`config.mk`:
```
export PLATFORM = sky130hd
export DESIGN_NAME = lut_cfg_loader
export DESIGN_NICKNAME = d
export VERILOG_FILES = /design/src/rtl/lut_cfg_pkg.sv /design/src/rtl/lut_cfg_shreg.sv /design/src/rtl/lut_cfg_loader.sv
export SDC_FILE = /design/constraint.sdc
export NUM_CORES = 1
export LEC_CHECK = 0
export CORE_ASPECT_RATIO = 2
export CORE_UTILIZATION = 50
export DETAILED_ROUTE_END_ITERATION = 10
export PLACE_DENSITY = 0.73
export SYNTH_ARGS = -nofsm -noshare
export SYNTH_HDL_FRONTEND = slang
export SYNTH_HIERARCHICAL = 1
export SYNTH_SLANG_ARGS = --single-unit
```
`constraint.sdc`:
```
create_clock -name clk -period 2.1 [get_ports clk]
set_input_delay 0.21 -clock clk [delete_from_list [all_inputs] [get_ports clk]]
set_output_delay 0.21 -clock clk [all_outputs]
set_load 0.02 [all_outputs]
```
`src/rtl/lut_cfg_pkg.sv`:
```
// Shared constants and state encoding for the LUT configuration loader.
package lut_cfg_pkg;

  localparam int unsigned LUT_K_DEF = 4;
  localparam int unsigned LUT_DEPTH = 2 ** LUT_K_DEF;

  typedef enum logic [2:0] {
    IDLE,
    SHIFT,
    PARITY,
    COMMIT,
    REPORT
  } state_e;

endpackage

```
`src/rtl/lut_cfg_shreg.sv`:
```
// Indexed shadow store for one truth table plus a running parity of the bits written this frame.
module lut_cfg_shreg
  import lut_cfg_pkg::*;
#(
  parameter int unsigned LUT_K = LUT_K_DEF
) (
  input  logic             clk,
  input  logic             rst_n,
  input  logic             clr_par,
  input  logic             wr_en,
  input  logic [LUT_K-1:0] wr_idx,
  input  logic             wr_bit,
  input  logic [LUT_K-1:0] rd_idx,
  output logic             rd_bit_c,
  output logic             par_odd
);

  localparam int unsigned DEPTH = 2 ** LUT_K;

  logic [DEPTH-1:0] shadow_q;

  // Every entry is rewritten once per frame, so the XOR of this frame's bits equals popcount parity.
  always_ff @(posedge clk or negedge rst_n) begin
    if (!rst_n) begin
      shadow_q <= '0;
      par_odd  <= 1'b0;
    end else begin
      if (wr_en) begin
        shadow_q[wr_idx] <= wr_bit;
      end
      if (clr_par) begin
        par_odd <= 1'b0;
      end else if (wr_en) begin
        par_odd <= par_odd ^ wr_bit;
      end
    end
  end

  assign rd_bit_c = shadow_q[rd_idx];

endmodule

```
`src/rtl/lut_cfg_loader.sv`:
```
// Serial truth-table loader: shifts in a frame, checks odd parity, then replays it onto the LUT write port.
module lut_cfg_loader
  import lut_cfg_pkg::*;
#(
  parameter int unsigned LUT_K = LUT_K_DEF
) (
  input  logic             clk,
  input  logic             rst_n,
  input  logic             cfg_start,
  input  logic             cfg_abort,
  input  logic             s_data,
  input  logic             s_valid,
  output logic             s_ready,
  output logic [LUT_K-1:0] cfg_addr,
  output logic             cfg_data,
  output logic             cfg_en,
  output logic             busy,
  output logic             done,
  output logic             err
);

  localparam int unsigned DEPTH = 2 ** LUT_K;
  localparam int unsigned CW    = LUT_K + 1;

  state_e           state_q, state_d;
  logic [CW-1:0]    cnt_q, cnt_d;
  logic [LUT_K-1:0] cfg_addr_d;
  logic             cfg_data_d, cfg_en_d, done_d, err_d, s_ready_d, busy_d;
  logic             accept, wr_en, clr_par, rd_bit_c, par_odd;
  logic [LUT_K-1:0] rd_idx;

  assign accept = s_valid && s_ready;
  assign rd_idx = (state_q == COMMIT) ? cnt_q[LUT_K-1:0] : '0;

  lut_cfg_shreg #(.LUT_K(LUT_K)) u_shreg (
    .clk      (clk),
    .rst_n    (rst_n),
    .clr_par  (clr_par),
    .wr_en    (wr_en),
    .wr_idx   (cnt_q[LUT_K-1:0]),
    .wr_bit   (s_data),
    .rd_idx   (rd_idx),
    .rd_bit_c (rd_bit_c),
    .par_odd  (par_odd)
  );

  // State, counter and all outputs are registered from their next-state values.
  always_ff @(posedge clk or negedge rst_n) begin
    if (!rst_n) begin
      state_q  <= IDLE;
      cnt_q    <= '0;
      cfg_addr <= '0;
      cfg_data <= 1'b0;
      cfg_en   <= 1'b0;
      done     <= 1'b0;
      err      <= 1'b0;
      s_ready  <= 1'b0;
      busy     <= 1'b0;
    end else begin
      state_q  <= state_d;
      cnt_q    <= cnt_d;
      cfg_addr <= cfg_addr_d;
      cfg_data <= cfg_data_d;
      cfg_en   <= cfg_en_d;
      done     <= done_d;
      err      <= err_d;
      s_ready  <= s_ready_d;
      busy     <= busy_d;
    end
  end

  // Next state; the write port presents entry cnt_q-1 while cnt_q runs 1..DEPTH in COMMIT.
  always_comb begin
    state_d    = state_q;
    cnt_d      = cnt_q;
    cfg_addr_d = '0;
    cfg_data_d = 1'b0;
    cfg_en_d   = 1'b0;
    done_d     = 1'b0;
    err_d      = 1'b0;
    wr_en      = 1'b0;
    clr_par    = 1'b0;

    unique case (state_q)
      IDLE: begin
        if (cfg_start && !cfg_abort) begin
          state_d = SHIFT;
          cnt_d   = '0;
          clr_par = 1'b1;
        end
      end
      SHIFT: begin
        if (cfg_abort) begin
          state_d = IDLE;
        end else if (accept) begin
          wr_en = 1'b1;
          cnt_d = cnt_q + CW'(1);
          if (cnt_q == CW'(DEPTH - 1)) begin
            state_d = PARITY;
          end
        end
      end
      PARITY: begin
        if (cfg_abort) begin
          state_d = IDLE;
        end else if (accept) begin
          if (par_odd ^ s_data) begin
            state_d    = COMMIT;
            cnt_d      = CW'(1);
            cfg_en_d   = 1'b1;
            cfg_data_d = rd_bit_c;
          end else begin
            state_d = REPORT;
            err_d   = 1'b1;
          end
        end
      end
      COMMIT: begin
        if (cnt_q == CW'(DEPTH)) begin
          state_d = REPORT;
          done_d  = 1'b1;
        end else begin
          cfg_en_d   = 1'b1;
          cfg_addr_d = cnt_q[LUT_K-1:0];
          cfg_data_d = rd_bit_c;
          cnt_d      = cnt_q + CW'(1);
        end
      end
      REPORT: begin
        state_d = IDLE;
      end
      default: begin
        state_d = IDLE;
      end
    endcase

    s_ready_d = (state_d == SHIFT) || (state_d == PARITY);
    busy_d    = (state_d != IDLE);
  end

endmodule

```
==> results_dict.tcl, run 1 <==
set metrics [dict create \
    use_met3_pct 3.92 \
    grt_overflow 0 \
    wl_per_cell_um 16.4 \
    fin_skew_ns 0.00810 \
    holdBufCountCts 0 \
    yosys-top-cells-area "dfrtp_1, mux2_2, mux4_1, nor2_1, mux2i_1" \
    rr_worst_depth 7 \
    synth_top_area_share_pct 47.8 \
    synth_flop_cell "dfrtp_1" \
    status "complete, no violations" \
    synth-seq-cells 35 \
    critPathMaxFanout 4 \
    die_w_um 44.8 \
    maxSlewViolCount 0 \
    hold_viol_final 0 \
    timing.rr.start "state_q[2]" \
    clk_pin_slew_worst_paths_ns 0.07 \
    drtIter0Drc 30 \
    die_y_um 87.6 \
    crit_arrival_ns 2.23 \
    reg2reg_slack_ns 0.05 \
    slew_headroom_pct 72.0 \
    p_total_w 0.00152 \
    use_met1_pct 21.7 \
    drtAntennaViolNets 0 \
    grt_pass1_wl_mm 6.13 \
    place_hpwl_mm 2.90 \
    tritoncts "yes" \
    powerDensity_nw_per_um2 693 \
    finalSetupViolations 0 \
    netlist_area_sq_um 1830 \
    synth-edff-count 0 \
    ys_types 39 \
    cts_made_buffers 5 \
    firstDrtPassIters 6 \
    multi_input_area_sq_um 917 \
    avgSynthCellArea_sq_um 11.7 \
    critPathKind "flop to flop" \
    drv_cap 0 \
    synth_top_cell_by_area "dfrtp_1" \
    htree_levels 2 \
    cts_resized 0 \
    nets 195 \
    clock_path_buffers 2 \
    gr-usage-all-layers_pct 22.2 \
    grt_max_degree 36 \
    top_usage_layer "met2" \
    vias_per_cell 5.72 \
    first_global_vias 1373 \
    drc_errors 0 \
    drive_above_1_share_pct 24.3 \
    crit_path_end_kind "flop" \
    synthArstFlopShare_pct 100 \
    port_buffers 15 \
    die_area_sq_um 3920 \
    num_rows 30 \
    route.vias.total 1332 \
    start_util_pct 53.0 \
    fillerInstances 314 \
    wl_mm 3.81 \
    post_cts_buffers 0 \
    synthCells 157 \
    clock-sinks 35 \
    holdWs_ns 0.324 \
    antenna_found_initial 0 \
    postLayoutSetupSlackWorst_ns 0.0481 \
    use_met2_pct 39.3 \
    worst_slew_pin_slew_ns 0.420 \
    ir_drop_v 0.000502 \
    pre_cts_slack_ns 0.00557 \
    clk_root_buffer_cell "clkbuf_8" \
    ios 16 \
    final.period_utilization_pct 97.7 \
    min_path_type "input pin to asynchronous set/reset pin" \
    gp_congestion 0.875 \
    n_antenna_cell 0 \
    synth_nets 166 \
    final-seq-area_sq_um 876 \
    worstSkewPairLatency_ns 0.28 \
    post-route-min-period_ns 2.05 \
    start_kind "flop" \
    fmax_mhz 487 \
    core_area_sq_um 3450 \
    syn2layout_area_growth_pct 19.5 \
    r2r-end "cfg_data" \
    p_leak_nw 1.03 \
    ys.warnings.count 6 \
    ys_seq_area_share_pct 47.8 \
    critical_path_required_ns 2.27 \
]
cells by family after synthesis:
kind of cell / share of synthesized area, %
xor+xnor: 1.44
simple gates: 21.3
flops: 47.8
mux: 18.9
fa+ha+maj: 2.05
buf+inv: 3.01
compound gates: 5.54
area by class of cell:
cell class,instances,area share [%]
Tap cell,48,2.74
Timing Repair Buffer,27,11.0
Multi-Input combinational cell,111,41.9
Clock buffer,6,3.32
Sequential cell,35,40.0
Inverter,6,1.03
report_power, final:
group          internal [W]  switching (W)  total (W)
sequential         0.000727      0.0000427   0.000769
clock              0.000221       0.000211   0.000432
combinational      0.000140       0.000176   0.000316
per-stage QoR:
step           TNS (ns)  std cells  utilization, %  cell area [sq um]
3_5_place_dp          0        227            60.8               2100
5_1_grt         -0.0198        233            63.4               2190
6_report              0        233            63.4               2190
2_1_floorplan         0        157               -               1830
3_3_place_gp          0        227            60.8               2100
4_1_cts               0        233            62.9               2170
critical path: stages (launching register included):
cell and delay, ns:
dfrtp_1 0.40, nand3b_2 0.26, nor2_2 0.14, buf_4 0.17, mux4_1 0.58, mux2i_1 0.15
mux2i_1 0.10, and2_1 0.14
cell usage after synthesis (all sizes together), types with 3 or more instances:
cell type  instances
mux4               4
and3               4
inv                6
ha                 3
mux2              16
nor3               7
dfrtp             35
nand2b             3
nand3              6
nand3b             6
and2               4
mux2i              6
buf                4
nor2              21
nand2              7
routing by layer:
metal / share of wire [%] / vias up
li1: - / 615
met1: 37 / 662
met2: 56 / 37
met3: 2.4 / 18
met4: 5.1 / 0
met5: 0 / -
sequential cells by signal, indices dropped and copies added (netlist names):
register	count
u_shreg/shadow_q	16
cnt_q	5
cfg_addr	4
state_q	3
busy	1
cfg_data	1
cfg_en	1
done	1
err	1
s_ready	1
u_shreg/par_odd	1
cell usage in the layout (no fill, tap or decap), types with 3 or more instances in the layout:
cell | Yosys | layout
and3_1 | 4 | 4
nand3b_1 | 5 | 5
dfrtp_1 | 35 | 35
nor3_2 | 0 | 3
ha_1 | 3 | 3
mux2i_1 | 6 | 6
mux4_1 | 4 | 4
nand2b_1 | 3 | 3
and2_1 | 4 | 4
nand2_1 | 6 | 6
nor2_1 | 21 | 20
nand3_1 | 6 | 6
mux2_2 | 16 | 16
nor3_1 | 7 | 4
clkbuf_8 | 0 | 5
clkdlybuf4s50_1 | 0 | 15
buf_4 | 1 | 12
inv_1 | 6 | 6
how the worst max path moves through the flow:
stage	startpoint	endpoint	slack [ns]	cells after the start
global placement	cfg_abort	u_shreg/shadow_q[12]	0.003	8
global route	state_q[2]	cfg_data	-0.02	7
finish	state_q[2]	cfg_data	0.05	7
detailed placement	cfg_abort	u_shreg/shadow_q[12]	0.006	8
CTS	state_q[2]	cfg_data	0.05	7
floorplan	state_q[2]	cfg_data	0.07	6
No activity file was read; power rests on OpenSTA's default activity.
==> run 2: changes to the inputs <==
--- a/config.mk
+++ b/config.mk
@@ -6,9 +6,9 @@
 export NUM_CORES = 1
 export LEC_CHECK = 0
 export CORE_ASPECT_RATIO = 2
-export CORE_UTILIZATION = 50
+export CORE_UTILIZATION = 35
 export DETAILED_ROUTE_END_ITERATION = 10
-export PLACE_DENSITY = 0.73
+export SLEW_MARGIN = 20
 export SYNTH_ARGS = -nofsm -noshare
 export SYNTH_HDL_FRONTEND = slang
 export SYNTH_HIERARCHICAL = 1
==> run 2 against run 1 <==
Die area increased by 41%. Clock skew shrank 0.0020 ns. Fmax up 3.5%. Routed wire length increased by 4.6%. Register-to-register slack better by 0.07 ns. Non-clock buffer count is the same. Cell count increased by 4.7%. Utilization down 18 points. Worst hold slack about the same. Global-route usage fell by 5.8 points. Sequential power is 0.9% higher. Power grew 12%. Critical path type unchanged. Critical endpoint unchanged. Largest power group unchanged.
==> results_dict.tcl, run 2 (synthesized netlist as in run 1, its figures left out) <==
set metrics [dict create \
    status "complete, no violations" \
    maxSlewViolCount 0 \
    powerDensity_nw_per_um2 765 \
    crit_arrival_ns 2.17 \
    grt_setup_unrepaired "true" \
    die_area_sq_um 5540 \
    firstDrtPassIters 4 \
    drtIter0Drc 16 \
    drtAntennaViolNets 0 \
    p_leak_nw 1.04 \
    multi_input_area_sq_um 901 \
    pwr-share-comb_pct 18.9 \
    gp_congestion 0.795 \
    pre_cts_slack_ns 0.0308 \
    grt_overflow 0 \
    p_sw_share_pct 28.2 \
    grt_pass1_wl_mm 6.53 \
    switching_power_w 0.000480 \
    wl_mm 3.99 \
    clk_pin_slew_worst_paths_ns 0.08 \
    fillerInstances 471 \
    sequentialPowerShare_pct 45.6 \
    tritoncts "yes" \
    drv_cap 0 \
    vias_per_cell 5.25 \
    drc_errors 0 \
    slew_headroom_pct 70.8 \
    clock-sinks 35 \
    num_rows 36 \
    ios 16 \
    htree_levels 2 \
    ir_drop_v 0.000483 \
    postLayoutSetupSlackWorst_ns 0.117 \
    antenna_found_initial 0 \
    finalSetupViolations 0 \
    die_w_um 53.1 \
    wl_per_cell_um 16.4 \
    post-route-min-period_ns 1.98 \
    final_common_cell "dfrtp_1" \
    min_path_type "input pin to asynchronous set/reset pin" \
    start_kind "flop" \
    post_cts_buffers 0 \
    tns_ns 0 \
    route.vias.total 1280 \
    hold_viol_final 0 \
    die_y_um 104 \
    critical_path_required_ns 2.29 \
    cts_made_buffers 5 \
    gr-usage-all-layers_pct 16.4 \
    postLayoutCellArea_sq_um 2220 \
    crit_path_end_kind "flop" \
    p_clk_share_pct 35.5 \
    dpl_cell_area_sq_um 2110 \
    most-common-layout-cells "dfrtp_1, nor2_1, mux2_2, clkdlybuf4s50_1, buf_4" \
    place_hpwl_mm 3.06 \
    critPathMaxFanout 4 \
    start_util_pct 36.9 \
    regMostFlops "u_shreg/shadow_q" \
    reg_top3 "u_shreg/shadow_q: 16 flops, cnt_q: 5 flops, cfg_addr: 4 flops" \
    clock_path_buffers 2 \
    fmax_mhz 504 \
    largest_reg_flops 16 \
    fin_skew_ns 0.00609 \
    clk_root_buffer_cell "clkbuf_8" \
    syn2layout_area_growth_pct 21.5 \
    n_antenna_cell 0 \
    final.period_utilization_pct 94.4 \
    first_global_vias 1426 \
    drive_above_1_share_pct 24.6 \
    p_int_w 0.00122 \
    port_buffers 15 \
    final-seq-area_sq_um 876 \
    holdBufCountCts 0 \
    critPathKind "flop to flop" \
    nets 195 \
    worst_slew_pin_slew_ns 0.438 \
    core_area_sq_um 4950 \
    worstSkewPairLatency_ns 0.29 \
    grt_max_degree 36 \
]
[run 2: cell types whose count changed in the layout (fill, tap and decap cells not counted)]
| cell | before | now |
|---|---|---|
| nor3_1 | 4 | 6 |
| nor3_2 | 3 | 1 |
| bufinv_16 | 0 | 1 |
| clkbuf_1 | 1 | 0 |
| clkinv_2 | 0 | 1 |
| clkinv_4 | 0 | 1 |
| mux4_1 | 4 | 3 |
| mux4_2 | 0 | 1 |
| nor2_1 | 20 | 21 |
| nor2_2 | 1 | 0 |
[run 2: per-layer routing]
layer / share of wire (%) / GRT usage [%] / vias to the layer above
met5: 0 / 0 / -
met4: 2.8 / 8.27 / 0
met3: 2.7 / 3.22 / 9
met2: 58 / 29.7 / 29
met1: 36 / 16.4 / 623
li1: - / - / 619
[run 2: cell type report]
cell class                      instances  share of cell area [%]
Timing Repair Buffer                   27                    10.8
Sequential cell                        35                    39.4
Tap cell                               57                    3.21
Inverter                                6                    1.01
Multi-Input combinational cell        111                    40.5
Clock buffer                            5                    3.10
Clock inverter                          3                    1.97
[run 2: timing repair]
action	CTS	global route
setup endpoints to repair	0	6
hold endpoints to repair	0	0
gates resized for setup	0	2
[run 2: final timing paths]
| kind | startpoint | end | slack (ns) | cells after the start |
|---|---|---|---|---|
| max | state_q[2] | cfg_data | 0.12 | 7 |
| min | rst_n | u_shreg/shadow_q[15] | 0.32 | 2 |
| max reg2reg | state_q[2] | cfg_data | 0.12 | 7 |
| min reg2reg | u_shreg/shadow_q[8] | u_shreg/shadow_q[8] | 0.51 | 1 |
| max in group asynchronous | rst_n | cfg_addr[2] | 1.46 | 2 |
| min in group clk | u_shreg/shadow_q[8] | u_shreg/shadow_q[8] | 0.51 | 1 |
[run 2: power groups by stage]
| stage | logic, W | clock network, W | registers, W |
|---|---|---|---|
| floorplan | 0.000205 | 0 | 0.000779 |
| global placement | 0.000314 | 0 | 0.000784 |
| detailed placement | 0.000321 | 0 | 0.000788 |
| CTS | 0.000324 | 0.000619 | 0.000774 |
| global route | 0.000356 | 0.000652 | 0.000781 |
| finish | 0.000322 | 0.000604 | 0.000776 |
[run 2: stage by stage]
stage	instances	total power [W]	hold WS [ns]	util, %
floorplan	157	0.000985	-0.0856	-
global placement	236	0.00110	0.483	42.6
detailed placement	236	0.00111	0.493	42.6
CTS	244	0.00172	0.336	44.8
global route	244	0.00179	0.368	44.9
finish	244	0.00170	0.324	44.9
[run 2: critical path, stage by stage, from the launching register on]
cell,delay [ns]
dfrtp_1,0.40
nand3b_2,0.25
nor2_1,0.11
buf_4,0.16
mux4_1,0.58
mux2i_1,0.16
mux2i_1,0.10
and2_1,0.14
==> run 3: changes to the inputs <==
--- a/config.mk
+++ b/config.mk
@@ -8,7 +8,6 @@
 export CORE_ASPECT_RATIO = 2
 export CORE_UTILIZATION = 35
 export DETAILED_ROUTE_END_ITERATION = 10
-export SLEW_MARGIN = 20
 export SYNTH_ARGS = -nofsm -noshare
 export SYNTH_HDL_FRONTEND = slang
 export SYNTH_HIERARCHICAL = 1
==> results of run 3 <==
Final layout, timing and power as in run 2 (identical DEF).
